## src/rtl/cpuConfig.sv

```systemverilog
// picoMIPS control configuration.
// Opcodes, ALU function codes and sequencer states.
package cpuConfig;

  localparam int OP_SIZE = 4;

  typedef enum logic [OP_SIZE-1:0] {
    OP_NOP  = 4'd0,
    OP_ADD  = 4'd1,
    OP_ADDI = 4'd2,
    OP_SUB  = 4'd3,
    OP_SUBI = 4'd4,
    OP_MUL  = 4'd5,
    OP_MULI = 4'd6,
    OP_MOVI = 4'd7,
    OP_LDSW = 4'd8,
    OP_JMP  = 4'd9,
    OP_BZ   = 4'd10,
    OP_WAIT = 4'd11,
    OP_HALT = 4'd12
  } opcode_t;

  typedef enum logic [1:0] {
    ALU_ADD   = 2'd0,
    ALU_SUB   = 2'd1,
    ALU_MUL   = 2'd2,
    ALU_PASSB = 2'd3
  } aluFunc_t;

  typedef enum logic [2:0] {
    FETCH   = 3'd0,
    EXEC    = 3'd1,
    WAIT_HI = 3'd2,
    WAIT_LO = 3'd3,
    HALT    = 3'd4
  } state_t;

endpackage

```

## src/rtl/instr_sequencer_if.sv

```systemverilog
// ROM fetch bus and datapath control bundle.
// master = sequencer, slave = ROM/datapath side.
interface instr_sequencer_if
  import cpuConfig::*;
#(
  parameter int N      = 8,
  parameter int R_SIZE = 3,
  parameter int P      = 5
) ();

  logic [P-1:0]                  progAddr;
  logic [OP_SIZE+R_SIZE+N-1:0]   progData;
  logic                          aluZero;
  logic                          writeReg;
  aluFunc_t                      aluFunc;
  logic                          aluImmediate;
  logic                          immSwitches;
  logic [R_SIZE-1:0]             opD;
  logic [N-1:0]                  opS;

  modport master (
    output progAddr, writeReg, aluFunc,
    output aluImmediate, immSwitches, opD, opS,
    input  progData, aluZero
  );

  modport slave (
    input  progAddr, writeReg, aluFunc,
    input  aluImmediate, immSwitches, opD, opS,
    output progData, aluZero
  );

endinterface

```

## src/rtl/button_sync.sv

```systemverilog
// Two-flop synchroniser for the asynchronous go button.
// Output lags the raw input by two clocks.
module button_sync (
  input  logic clk,
  input  logic reset,
  input  logic in,
  output logic out
);

  logic meta;

  // shift the raw level through two flops
  always_ff @(posedge clk) begin
    if (reset) begin
      meta <= 1'b0;
      out  <= 1'b0;
    end else begin
      meta <= in;
      out  <= meta;
    end
  end

endmodule

```

## src/rtl/instr_sequencer.sv

```systemverilog
// picoMIPS control unit: fetch, decode, PC sequencing.
// Two cycles per instruction, plus button wait and halt.
module instr_sequencer
  import cpuConfig::*;
#(
  parameter int N      = 8,
  parameter int R_SIZE = 3,
  parameter int P      = 5
) (
  input  logic clk,
  input  logic reset,
  input  logic goIn,
  output logic halted,
  output logic waiting,
  instr_sequencer_if.master bus
);

  localparam int W = OP_SIZE + R_SIZE + N;

  state_t          st, st_n;
  logic [P-1:0]    pc, pc_n;
  logic            zFlag, zFlag_n;
  logic            goSync;

  opcode_t         op;
  logic [R_SIZE-1:0] dOp;
  logic [N-1:0]    sOp;
  logic [P-1:0]    tgt;
  logic [P-1:0]    pcInc;
  logic            exec;
  logic            isAlu, isImm, isSw;
  aluFunc_t        fn;

  button_sync u_sync (
    .clk   (clk),
    .reset (reset),
    .in    (goIn),
    .out   (goSync)
  );

  assign op    = opcode_t'(bus.progData[W-1 -: OP_SIZE]);
  assign dOp   = bus.progData[R_SIZE+N-1 -: R_SIZE];
  assign sOp   = bus.progData[N-1:0];
  assign tgt   = sOp[P-1:0];
  assign pcInc = pc + P'(1);
  assign exec  = (st == EXEC) && !reset;

  // state, program counter and zero flag registers
  always_ff @(posedge clk) begin
    if (reset) begin
      st    <= FETCH;
      pc    <= '0;
      zFlag <= 1'b0;
    end else begin
      st    <= st_n;
      pc    <= pc_n;
      zFlag <= zFlag_n;
    end
  end

  // next-state, PC update and instruction decode
  always_comb begin
    st_n    = st;
    pc_n    = pc;
    zFlag_n = zFlag;
    isAlu   = 1'b0;
    isImm   = 1'b0;
    isSw    = 1'b0;
    fn      = ALU_ADD;
    case (st)
      FETCH: st_n = EXEC;
      EXEC: begin
        st_n = FETCH;
        pc_n = pcInc;
        case (op)
          OP_ADD:  isAlu = 1'b1;
          OP_ADDI: begin isAlu = 1'b1; isImm = 1'b1; end
          OP_SUB:  begin isAlu = 1'b1; fn = ALU_SUB; end
          OP_SUBI: begin
            isAlu = 1'b1; isImm = 1'b1; fn = ALU_SUB;
          end
          OP_MUL:  begin isAlu = 1'b1; fn = ALU_MUL; end
          OP_MULI: begin
            isAlu = 1'b1; isImm = 1'b1; fn = ALU_MUL;
          end
          OP_MOVI: begin
            isAlu = 1'b1; isImm = 1'b1; fn = ALU_PASSB;
          end
          OP_LDSW: begin
            isAlu = 1'b1; isImm = 1'b1; isSw = 1'b1;
            fn = ALU_PASSB;
          end
          OP_JMP:  pc_n = tgt;
          OP_BZ:   if (zFlag) pc_n = tgt;
          OP_WAIT: begin st_n = WAIT_HI; pc_n = pc; end
          OP_HALT: begin st_n = HALT; pc_n = pc; end
          default: ;
        endcase
        if (isAlu) zFlag_n = bus.aluZero;
      end
      WAIT_HI: if (goSync) st_n = WAIT_LO;
      WAIT_LO: begin
        if (!goSync) begin
          st_n = FETCH;
          pc_n = pcInc;
        end
      end
      HALT: st_n = HALT;
      default: st_n = FETCH;
    endcase
  end

  assign bus.progAddr     = pc;
  assign bus.writeReg     = exec & isAlu;
  assign bus.aluImmediate = exec & isImm;
  assign bus.immSwitches  = exec & isSw;
  assign bus.aluFunc      = exec ? fn : ALU_ADD;
  assign bus.opD          = exec ? dOp : '0;
  assign bus.opS          = exec ? sOp : '0;

  assign halted  = (st == HALT);
  assign waiting = (st == WAIT_HI) || (st == WAIT_LO);

endmodule
```

## src/flat_wrapper.sv

```systemverilog
// flat-port wrapper written by rule: the top's interface ports become plain ports
module instr_sequencer_flat import cpuConfig::*;
#(
  parameter int N      = 8,
  parameter int R_SIZE = 3,
  parameter int P      = 5
)
  (clk, reset, goIn, halted, waiting, bus_progAddr, bus_writeReg, bus_aluFunc, bus_aluImmediate, bus_immSwitches, bus_opD, bus_opS, bus_progData, bus_aluZero);
  instr_sequencer_if #(.N(N), .R_SIZE(R_SIZE), .P(P)) bus_i ();
  input  logic clk;
  input  logic reset;
  input  logic goIn;
  output logic halted;
  output logic waiting;
  output wire logic [$bits(bus_i.progAddr)-1:0] bus_progAddr;
  output wire logic [$bits(bus_i.writeReg)-1:0] bus_writeReg;
  output wire logic [$bits(bus_i.aluFunc)-1:0] bus_aluFunc;
  output wire logic [$bits(bus_i.aluImmediate)-1:0] bus_aluImmediate;
  output wire logic [$bits(bus_i.immSwitches)-1:0] bus_immSwitches;
  output wire logic [$bits(bus_i.opD)-1:0] bus_opD;
  output wire logic [$bits(bus_i.opS)-1:0] bus_opS;
  input wire logic [$bits(bus_i.progData)-1:0] bus_progData;
  input wire logic [$bits(bus_i.aluZero)-1:0] bus_aluZero;
  assign bus_progAddr = bus_i.progAddr;
  assign bus_writeReg = bus_i.writeReg;
  assign bus_aluFunc = bus_i.aluFunc;
  assign bus_aluImmediate = bus_i.aluImmediate;
  assign bus_immSwitches = bus_i.immSwitches;
  assign bus_opD = bus_i.opD;
  assign bus_opS = bus_i.opS;
  assign bus_i.progData = bus_progData;
  assign bus_i.aluZero = bus_aluZero;
  instr_sequencer #(.N(N), .R_SIZE(R_SIZE), .P(P)) u_core (.clk(clk), .reset(reset), .goIn(goIn), .halted(halted), .waiting(waiting), .bus(bus_i));
endmodule
```

## config.mk

```make
export PLATFORM = sky130hd
export DESIGN_NAME = instr_sequencer_flat
export DESIGN_NICKNAME = d
export VERILOG_FILES = /design/src/rtl/cpuConfig.sv /design/src/rtl/instr_sequencer_if.sv /design/src/rtl/button_sync.sv /design/src/rtl/instr_sequencer.sv /design/src/flat_wrapper.sv
export SDC_FILE = /design/constraint.sdc
export NUM_CORES = 1
export LEC_CHECK = 0
export ABC_AREA = 0
export CAP_MARGIN = 20
export CORE_MARGIN = 2
export CORE_UTILIZATION = 43
export DETAILED_ROUTE_END_ITERATION = 7
export GPL_TIMING_DRIVEN = 1
export PLACE_DENSITY = 0.92
export SLEW_MARGIN = 20
export SYNTH_ARGS = -nofsm -noshare
export SYNTH_HDL_FRONTEND = slang
export SYNTH_SLANG_ARGS = --single-unit
```

## constraint.sdc

```tcl
create_clock -name clk -period 3.5 [get_ports clk]
set_input_delay 0.875 -clock clk [delete_from_list [all_inputs] [get_ports clk]]
set_output_delay 0.875 -clock clk [all_outputs]
set_load 0.02 [all_outputs]
```

# Word-level counts from Yosys, hierarchy flattened
# Index checks and enable logic that the tools add are counted.
# word_totals
output_inout_bits	23
reg_bits	11
word_cells	62
# op_classes
n_mux	20
reduce_logical	14
eq_ne	19
n_bitwise	3
addsub	1
# ops
operator	n
== test 4 bit, second input constant	5
== test 4 x 3 -> 1 bit, second input constant	4
case mux 3 bit (5 select lines)	1
case mux 5 bit (3 select lines)	1
2-to-1 mux 5 bit	2
case mux 5 bit (2 select lines)	1
2-to-1 mux 3 bit	3
== test 4 x 2 -> 1 bit, second input constant	2
2-to-1 mux 8 bit	1
OR reduction 2 bit	4
OR reduction 8 bit	1
2-to-1 mux 1 bit	7
== test 3 x 2 -> 1 bit, second input constant	2
inequality test 2 bit, second input constant	3
case mux 2 bit (3 select lines)	1
case mux 3 bit (2 select lines)	1
adder 5 x 1 -> 5 bit, second input constant	1
OR reduction 5 bit	1
== test 4 x 1 -> 1 bit, second input constant	1
2-to-1 mux 2 bit	2
AND reduction 2 bit	2
AND 1 bit	3
== test 3 x 1 -> 1 bit, second input constant	1
== test 3 bit, second input constant	1
other kinds (6)	6

# Logic depth before layout (Yosys ltp)
# depth
word_depth	6
mapped_depth	6

# Hierarchy
# From an unflattened synthesis, not the netlist that was laid out.
# unflattened
cells_unflattened	122
area_unflattened_um2	955.9
# by_module_without_submodules
mod	area_per_inst_um2	cells_per_inst	instances	seq_area_each_um2
instr_sequencer	903.4	118	1	180.2
button_sync	52.6	4	1	40.0

# Worst setup path before layout
# No wires, ideal clock.
# synth_timing
path_type	input -> output
from	input reset
to	output bus_writeReg
arrival_ns	1.933
slack_ns	0.692
cell_stages	3
t_required_ns	2.625
cell_sequence	or4_1 -> clkbuf_1 -> nor3_1
# synth_via
elab_chain_cells	3
# synth_lines
item	line	source
from (decl)	flat_wrapper.sv:11	input logic reset;
logical NOT 1 bit	instr_sequencer.sv:46	assign exec = (st == EXEC) && !reset;
logical AND 1 bit	instr_sequencer.sv:46	
AND 1 bit	instr_sequencer.sv:114	assign bus.writeReg = exec & isAlu;
to (decl)	flat_wrapper.sv:16	output wire logic [$bits(bus_i.writeReg)-1:0] bus_writeReg;
# No other way between the ends.

# Worst setup path after layout
# layout_timing
from	input bus_progData[13]
to	output bus_immSwitches
# layout_via
elab_chain_cells	4
# layout_lines
item	line	source
from (decl)	flat_wrapper.sv:22	input wire logic [$bits(bus_i.progData)-1:0] bus_progData;
== test 4 bit	instr_sequencer.sv:75	case (op)
2-to-1 mux 1 bit	instr_sequencer.sv:75	
2-to-1 mux 1 bit	instr_sequencer.sv:70	case (st)
AND 1 bit	instr_sequencer.sv:116	assign bus.immSwitches = exec & isSw;
to (decl)	flat_wrapper.sv:19	output wire logic [$bits(bus_i.immSwitches)-1:0] bus_immSwitches;
# No other way between the ends.

==> run metrics <==
status completed; post-synth top area cell dfxtp_1; cts hold-fix bufs 0; Horiz. Die Dim 48.7 microns; post-layout min period 3360 ps; Final #Nets 174; Post-DRT Antenna Nets 0; final-report max-slew violation count 0; Worst Skew 7.12 ps; Yosys reg bits 11; die height 48.7 microns; WL final 2.38 mm; vias per cell 5.44; Hold WC Path Type register to register; CTS tree yes; Mapped Cells 107; met2 Track Usage GR 35.8%; Worst-Skew Late Latency 290 ps; detailed-route wire length per cell 13.2 microns; multi-input logic area 578 sq um; number of flops mapped to enable cells by yosys 0; first-pass GRT wire length 3.96 mm; setup_tns 0 ps; GP Congestion 0.783; Syn. warnings 0; synth top area cells dfxtp_1, and2_1, mux2i_1, nor2_1, buf_6; Mapped Area 861 sq um; Peak VDD IR 204 uV; register clock-pin slew on the reported worst setup and hold paths 80 ps; CP Capture Type output port; Sink Count 11; Port Buffers 41; Post-route DRC 0; GR Util met3 6.17%; slew margin rel. 71.7%; max_cap viols 0; io pins 42; Clock H-tree levels 1; Post-DP HPWL 1.80 mm; Max Freq 0.297 GHz; vias 979; Inserted Clock Buffers 3; Starting Density 44.8%; ANT cells 0; WS Path Type input port to output port; fillers 161; row cnt 16; Crit Path Max Fanout 3; FF+latch area 220 sq um; Pleak 0.761 nW; Global Route Usage Sum 21.1%; CTS Buffer Depth 2; grt peak-use layer met2; Hold Violations, Final 0; vias in the first global route 943; die area 2380 sq um; CP Launch Type input port; Final Setup Violations 0; post-placement cell count 176; Yosys top cell area share 25.6%; syn avg cell area 8.05 sq um; core area 1920 sq um; Post-Layout Cell Count 180; share of the clock period used by the worst path 96.1%; pwr/cell area 248 nW/um^2; CP required 2620 ps; Async S/R FF share, synth 0%; RSZ-0062 raised after global routing false; Worst Tran Pin Value 420 ps; syn_nets 127; drt pass-1 iters 4; Most used DFF post-synth dfxtp_1; number of DRC markers in iteration 0 33; CTS root buf clkbuf_4; area delta synth->final 60.2%; CP arrival 2490 ps; Seq/Total Area, Yosys 25.6%; GRT overflow 0; largest net degree at the start of global routing 16; initial antenna violation count 0; layout cells sized above 1 13.1%; met1 Resource Use GR 24.0%; Yosys cell types 36
[kinds of logic after synthesis]
logic type               count (synthesis)  share of synthesized area [%]
flip-flops                              11                           25.6
XOR/XNOR                                 1                           1.02
buffers and inverters                   11                           7.70
AND/OR/NAND/NOR                         56                           40.4
multiplexers                             5                           5.81
AO/OA/AOI/OAI                           22                           18.0
adder cells (fa/ha/maj)                  1                           1.45
[layer usage]
layer  routed length (microns)  up-vias
li1                          -      474
met1                       982      438
met2                      1120       62
met3                       234        5
met4                        42        0
met5                         0        -
[report_power, final]
part	internal [W]	total [W]	leakage [nW]	switching [W]
Clock	0.0000425	0.0000917	0.0177	0.0000491
Sequential	0.000131	0.000137	0.0899	0.00000620
Combinational	0.0000618	0.000114	0.654	0.0000517
[layout by cell type (no fill, tap or decap), drive strengths merged, types with 2 or more instances in the layout]
master         instances
o32ai                  3
nor3b                  2
a21oi                  5
buf                    9
nor4                   2
nor2                  10
mux2i                  5
dlymetal6s2s          13
clkdlybuf4s50         26
clkbuf                 3
o21a                   2
a211oi                 3
dlygate4sd2            2
inv                    3
or4                    2
nor3                   4
nand2                  5
dfxtp                 11
nand3                  2
and2                  11
nand2b                 7
nor2b                  5
o21ai                  4
[path summary, 6_finish.rpt]
path	startpoint	endpoint	slack [ps]	cells after the start
max	bus_progData[13]	bus_immSwitches	140	6
min	u_core.u_sync.meta	u_core.u_sync.out	450	1
max reg2reg	u_core.st[2]	u_core.bus.progAddr[0]	1600	4
min reg2reg	u_core.u_sync.meta	u_core.u_sync.out	450	1
[per-stage QoR]
| step | setup slack (ps) | utilization [%] | instance area [sq um] | hold slack (ps) | power (W) |
|---|---|---|---|---|---|
| after floorplan | 692 | - | 861 | 414 | 0.000200 |
| after global placement | -33.3 | 68.6 | 1320 | 421 | 0.000250 |
| after detailed placement | -59.1 | 68.6 | 1320 | 451 | 0.000254 |
| after CTS | 5.97 | 69.9 | 1340 | 463 | 0.000346 |
| after global routing | 58.4 | 71.7 | 1380 | 464 | 0.000361 |
| final | 135 | 71.7 | 1380 | 445 | 0.000342 |
[synthesized netlist by cell type, types with 3 or more instances]
master,count
and2_1,11
dfxtp_1,11
nor2_1,10
a21oi_1,5
mux2i_1,5
nand2_1,5
nand2b_1,5
nor2b_1,4
nor3_1,4
o21ai_0,4
a211oi_1,3
buf_6,3
clkbuf_1,3
inv_1,3
o32ai_1,3
[state kept, by name, indices dropped and copies added, names as in the netlist]
register,count
u_core.st,3
u_core.bus.progAddr,5
u_core.u_sync.out,1
u_core.zFlag,1
u_core.u_sync.meta,1
[final cells by class]
type                            count  area share [%]
Clock buffer                        3            1.63
Timing Repair Buffer               50            36.8
Inverter                            3           0.817
Clock inverter                      1           0.363
Multi-Input combinational cell     85            41.9
Sequential cell                    11            16.0
Tap cell                           27            2.45
[repair_timing]
action,CTS,global route
cloned,0,0
gates resized for setup,2,14
setup endpoints to repair,2,14
buffers inserted,0,0
hold endpoints to repair,0,0
[worst max-delay path, cell delays in order]
cell	delay, ps
clkdlybuf4s50_1	440
buf_4	160
nand2b_4	140
nand2b_1	180
nor2_1	100
clkdlybuf4s50_1	600
Note: power is estimated with default switching activity, not from simulation.
